File: src/rtl/snow64_instr_fetch.sv
// Instruction fetch stage sitting directly upstream of the instruction cache.
//
// Holds the program counter and issues single-cycle read requests to the cache.
// It then waits through the hit or miss and presents each fetched instruction,
// with its address, to decode over a valid/ready handshake. A branch or
// exception redirect retargets the PC. Any cache response still in flight for
// the old path is discarded when it arrives.
//
// Ports:
//   clk, rst_n          clock and asynchronous active-low reset
//   out_icache_req      one-cycle read request to the cache
//   out_icache_addr     request address (always the current PC, instruction units)
//   in_icache_valid     cache result valid (hit, or end of miss)
//   in_icache_instr     cache result instruction
//   in_redirect_valid   redirect strobe (highest priority)
//   in_redirect_addr    redirect target
//   out_valid           instruction available to decode
//   out_instr, out_pc   fetched instruction and its address
//   in_ready            decode accepts this cycle
module snow64_instr_fetch #(
  parameter int unsigned            ADDR_WIDTH  = 64,
  parameter int unsigned            INSTR_WIDTH = 32,
  parameter logic [ADDR_WIDTH-1:0]  RESET_PC    = '0
) (
  input  logic                    clk,
  input  logic                    rst_n,

  output logic                    out_icache_req,
  output logic [ADDR_WIDTH-1:0]   out_icache_addr,
  input  logic                    in_icache_valid,
  input  logic [INSTR_WIDTH-1:0]  in_icache_instr,

  input  logic                    in_redirect_valid,
  input  logic [ADDR_WIDTH-1:0]   in_redirect_addr,

  output logic                    out_valid,
  output logic [INSTR_WIDTH-1:0]  out_instr,
  output logic [ADDR_WIDTH-1:0]   out_pc,
  input  logic                    in_ready
);

  typedef enum logic [0:0] {
    StIssue,
    StWait
  } state_e;

  state_e                   state_q, state_d;
  logic [ADDR_WIDTH-1:0]    pc_q, pc_d;
  logic                     discard_q, discard_d;
  logic                     out_valid_q, out_valid_d;
  logic [INSTR_WIDTH-1:0]   out_instr_q, out_instr_d;
  logic [ADDR_WIDTH-1:0]    out_pc_q, out_pc_d;

  logic                     issue_ok;
  logic                     icache_req;

  // The output register is free, or is being drained this cycle.
  assign issue_ok = !out_valid_q || in_ready;

  // Gated by rst_n so no request is seen by the cache while reset is held.
  assign icache_req = rst_n && (state_q == StIssue) && issue_ok && !in_redirect_valid;

  assign out_icache_req  = icache_req;
  assign out_icache_addr = pc_q;
  assign out_valid       = out_valid_q;
  assign out_instr       = out_instr_q;
  assign out_pc          = out_pc_q;

  always_comb begin
    state_d     = state_q;
    pc_d        = pc_q;
    discard_d   = discard_q;
    out_valid_d = out_valid_q;
    out_instr_d = out_instr_q;
    out_pc_d    = out_pc_q;

    if (out_valid_q && in_ready) begin
      out_valid_d = 1'b0;
    end

    if (in_redirect_valid) begin
      pc_d        = in_redirect_addr;
      out_valid_d = 1'b0;
      if (state_q == StWait) begin
        if (in_icache_valid) begin
          // The response returned this cycle belongs to the old path: drop it.
          state_d   = StIssue;
          discard_d = 1'b0;
        end else begin
          // The response is still outstanding: remember to drop it on arrival.
          discard_d = 1'b1;
        end
      end
    end else begin
      unique case (state_q)
        StIssue: begin
          if (icache_req) begin
            state_d = StWait;
          end
        end
        StWait: begin
          if (in_icache_valid) begin
            state_d = StIssue;
            if (discard_q) begin
              // pc already holds the redirect target.
              discard_d = 1'b0;
            end else begin
              out_valid_d = 1'b1;
              out_instr_d = in_icache_instr;
              out_pc_d    = pc_q;
              pc_d        = pc_q + ADDR_WIDTH'(1);
            end
          end
        end
        default: begin
          state_d = StIssue;
        end
      endcase
    end
  end

  always_ff @(posedge clk or negedge rst_n) begin
    if (!rst_n) begin
      state_q     <= StIssue;
      pc_q        <= RESET_PC;
      discard_q   <= 1'b0;
      out_valid_q <= 1'b0;
      out_instr_q <= '0;
      out_pc_q    <= '0;
    end else begin
      state_q     <= state_d;
      pc_q        <= pc_d;
      discard_q   <= discard_d;
      out_valid_q <= out_valid_d;
      out_instr_q <= out_instr_d;
      out_pc_q    <= out_pc_d;
    end
  end

endmodule

File: config.mk
export PLATFORM = sky130hd
export DESIGN_NAME = snow64_instr_fetch
export DESIGN_NICKNAME = d
export VERILOG_FILES = /design/src/rtl/snow64_instr_fetch.sv
export SDC_FILE = /design/constraint.sdc
export NUM_CORES = 1
export LEC_CHECK = 0
export CAP_MARGIN = 20
export CELL_PAD_IN_SITES_DETAIL_PLACEMENT = 1
export CELL_PAD_IN_SITES_GLOBAL_PLACEMENT = 2
export CORE_MARGIN = 3
export CORE_UTILIZATION = 28
export CTS_CLUSTER_DIAMETER = 80
export DETAILED_ROUTE_END_ITERATION = 6
export PLACE_DENSITY = 0.9
export SYNTH_ARGS = -nofsm -noshare
export SYNTH_HDL_FRONTEND = slang
export SYNTH_SLANG_ARGS = --single-unit
File: constraint.sdc
create_clock -name clk -period 3 [get_ports clk]
set_input_delay 0.3 -clock clk [delete_from_list [all_inputs] [get_ports clk]]
set_output_delay 0.3 -clock clk [all_outputs]
set_load 0.02 [all_outputs]
### Yosys cells after proc, flatten, opt, wreduce, memory -nomap -nowiden

Index checks and enable logic that the tools add are counted.

| storage, ports and cells | value |
|---|---|
| memories kept | 0 |
| bits in latches | 0 |
| logic and storage cells | 41 |
| input bits | 101 |
| output and inout port bits | 162 |
| RAM bits | 0 |
| flip-flop bits (word level) | 163 |
| memory bits (read-only) | 0 |

| operators by class | value |
|---|---|
| bitwise gates (word level) | 3 |
| $lt $le $gt $ge | 0 |
| shift operators | 0 |
| mux-type cells | 18 |
| reductions and logical operators | 12 |
| equality and inequality tests | 1 |
| multiply operators | 0 |
| div/mod/pow operators | 0 |
| add/sub/neg operators | 1 |

Operators with widths:

| operator | count |
|---|---|
| $mux W64 | 4 |
| $add A64 B1 Y64 const B | 1 |
| $mux W1 | 13 |
| $logic_and A1 B1 Y1 | 4 |
| $reduce_and A4 Y1 | 1 |
| $reduce_bool A2 Y1 | 2 |
| $not A1 Y1 | 3 |
| $reduce_and A3 Y1 | 1 |
| $logic_not A1 Y1 | 2 |
| $ne A2 B2 Y1 const B | 1 |
| $pmux W1 S2 | 1 |
| $reduce_and A2 Y1 | 1 |
| $logic_or A1 B1 Y1 | 1 |

### Longest topological paths before layout

| depth | value |
|---|---|
| depth in word-level cells | 7 |
| gate-level depth with buffers | 7 |
| mapped depth without buffers | 6 |

### Worst setup path after synthesis

No wires, ideal clock.

| timing path | value |
|---|---|
| kind | register to register |
| start | register pc_q[5] (netlist: out_icache_addr[5]) |
| end | register pc_q[58] (netlist: out_icache_addr[58]) |
| setup time | 82 ps |
| path slack | 432 ps |
| arrival | 2487 ps |
| stages on the path, launching flop included | 7 |
| data required time | 2918 ps |
| path through | dfrtp_1 nand4_2 or4_4 or3_4 buf_6 or4b_1 a31oi_1 |

| between the ends | value |
|---|---|
| longest elaborated chain between the ends | 5 |

Ends and longest elaborated chain:

| item | RTL line | text |
|---|---|---|
| start: declaration | 48 | `logic [ADDR_WIDTH-1:0] pc_q, pc_d;` |
| start signal: assignment | 132 | `pc_q <= pc_d;` |
| $add A64 B1 Y64 | 111 | `pc_d = pc_q + ADDR_WIDTH'(1);` |
| $mux W64 | 104 | `if (discard_q) begin` |
| $mux W64 | 102 | `if (in_icache_valid) begin` |
| $mux W64 | 95 | `unique case (state_q)` |
| $mux W64 | 81 | `if (in_redirect_valid) begin` |

Every way passes these cells. The select of a mux whose other input is x is not followed.
A chain may end at the register's enable or synchronous reset.

### Worst setup path in the final report

Ends and elaborated chain as after synthesis.

==> qor.yml <==
timing:
  setup_tns_ps: 0
  fmax_mhz: 359
  whs_ps: 228
  finalCritPeriodShare: 0.929
  grt_setup_unrepaired: "no"
  min_period_ps: 2790
  hold_viol: 0
  skew_ps: 16.2
  max_slew.worst_pin.slew_ps: 893
  setup_violations: 0
  max_slew_margin: 0.404
  setup_ws_ps: 214
  drv_slew: 0
clock_network:
  cts_resized: 0
  clock_path_buffers: 2
  clock-sinks: 163
  clk_latency_ps: 440
  path_clk_slew_ps: 80
  cts_tree: "built"
  htreeDepth: 4
  cts_buffers: 17
  clk_root_buffer_cell: "clkbuf_16"
yosys:
  synthTopCellsByArea: "dfrtp_1 (54%), mux2_2 (14%), nand2_1 (3.7%)"
  synthTopCellsByCount: "dfrtp_1 (163), mux2_2 (96), nand2_1 (76)"
  synth_area_sq_um: 7620
  ys_types: 45
  synth_edf_count: 0
  async_reset_ff_frac: 1.00
  synth_area_per_cell_sq_um: 11.1
  synth-compound-area-share: 0.0668
  synthXorXnorAreaFrac: 0.0471
  ys_seq_elements: 163
  yosys.area.top_type: "dfrtp_1"
  synth_simple_gate_area_frac: 0.179
  synth.area.mux_share: 0.146
  ys_seq_area_frac: 0.535
  synth.top_cell.area_share: 0.535
  synth_ff_type: "dfrtp_1"
  synthAdderAreaFrac: 0.00164
  syn-num-nets: 790
  yosys.cell_count.top_type: "dfrtp_1"
  synth_top_family_by_area: "simple AND/OR/NAND/NOR gates"
  yosys_warnings: 0
  syn_inst: 688
global_routing:
  track_usage: 0.179
  gr-total-overflow: 0
  grt_max_degree: 64
  grt_pass1_vias: 6951
  grt_first_pass_wirelength_um: 40800
  antenna_found_initial: 0
die:
  start_util: 0.288
  dieWidth_um: 171
  die_y_um: 171
  dieArea_sq_um: 29200
  io_pins: 263
  rows: 59
  design.core.area_sq_um: 26400
finish:
  final_layout_size_suffix_gt1_frac: 0.170
  nets: 1064
  final_area_sq_um: 11400
  stdcell_count: 1310
  utilization: 0.430
  n_antenna_cell: 0
  area_growth_pct: 49.1
critical_path:
  worstPathMaxFanout: 15
  worstPathCellList: "nand4_2 -> or4_4 -> or3_4 -> or4b_1 -> a31oi_1"
  worstPathRequired_ps: 3350
  cp_slowest_cell: "or4_4"
  path_class: "flop to flop"
  critPathLaunchType: "flop"
  crit_path_end_kind: "flop"
  slowest_delay_ps: 690
  arrival_ps: 3130
  r2r_slack_ps: 210
pwr:
  p_per_area_nw_per_um2: 804
  ir_drop_mv: 0.388
  p_leak_nw: 4.45
  power_mw: 9.13
drt:
  drt_iter0_drc: 393
  drc_errors: 0
  vias: 6571
  dr.pass1.iters: 5
  drtAntennaViolNets: 0
  wl_per_cell_um: 20.4
  wl_um: 26700
  via_per_inst: 5.02
job:
  drv_cap: 0
placed_design:
  dp_hpwl_um: 19800
  pre_cts_slack_ps: 239
  place_congestion: 0.844
  io_buffers: 262
  place_inst: 1277
  place_area_sq_um: 10700
outcome:
  status: "complete, no violations"
hold_path:
  hp-class: "primary input to async pin"
==> worst max-delay path, delay by kind of cell (launching register included) <==
| kind | cells | cell delay, ps |
|---|---|---|
| simple gates | 4 | 1990 |
| flops | 1 | 480 |
| compound gates | 1 | 210 |
==> cells in the final DEF (no fill, tap or decap), types with 17 or more instances in the layout <==
cell	n
buf_4	28
clkbuf_16	17
clkdlybuf4s50_1	260
dfrtp_1	163
mux2_2	96
nand2_1	76
nand3_1	33
nand4_1	22
nor2_1	29
nor4_1	24
o21ai_0	42
or4_1	17
xnor2_1	25
==> layout make-up <==
type	instances	area, sq um
clock buffers	17	425
clock inverters	15	181
fillers	2862	15100
inverters	10	37.5
multi-input cells	479	3370
flip-flops and latches	163	4080
well taps	335	419
repair buffers	291	2850
==> routing by layer <==
layer	part of all wire	wire [um]	vias to the layer above	track usage
li1	-	-	3059	-
met1	0.46	12300	3279	0.244
met2	0.47	12500	220	0.291
met3	0.062	1660	13	0.0469
met4	0.0078	208	0	0.0343
met5	0	0	-	0
==> final timing paths <==
kind,endpoint,startpoint,depth (start not counted)
setup / recovery,out_icache_addr[58]$_DFFE_PN0P_,out_icache_addr[5]$_DFFE_PN0P_,5
hold / removal,out_icache_addr[52]$_DFFE_PN0P_,rst_n,2
setup reg to reg,out_icache_addr[58]$_DFFE_PN0P_,out_icache_addr[5]$_DFFE_PN0P_,5
hold reg to reg,out_pc[21]$_DFFE_PN0P_,out_pc[21]$_DFFE_PN0P_,1
max in group asynchronous,out_icache_addr[26]$_DFFE_PN0P_,rst_n,3
min in group clk,out_icache_addr[5]$_DFFE_PN0P_,in_redirect_valid,3
==> logic make-up (layout without fill, tap and decap cells) <==
logic type | count (synthesis) | after routing
AO/OA/AOI/OAI | 85 | 85
XOR/XNOR | 41 | 41
adder cells (fa/ha/maj) | 1 | 1
buffers and inverters | 46 | 333
flip-flops | 163 | 163
multiplexers | 99 | 99
AND/OR/NAND/NOR | 253 | 253
==> flip-flops by register name, indices dropped and copies added (netlist names) <==
name and cells:
out_valid 1, state_q 1, out_icache_addr 64, out_instr 32
out_pc 64, discard_q 1
==> power by group <==
group / leakage (nW) / total, mW / switching [mW] / internal [mW]
Clock: 0.296 / 2.25 / 1.12 / 1.13
Combinational: 2.19 / 3.51 / 1.65 / 1.86
Sequential: 1.96 / 3.37 / 0.472 / 2.90
==> what timing repair did <==
action	CTS	global route
hold buffers	1	0
hold endpoints to repair	2	0
buffers inserted	0	0
(Power assumes the default switching activity.)
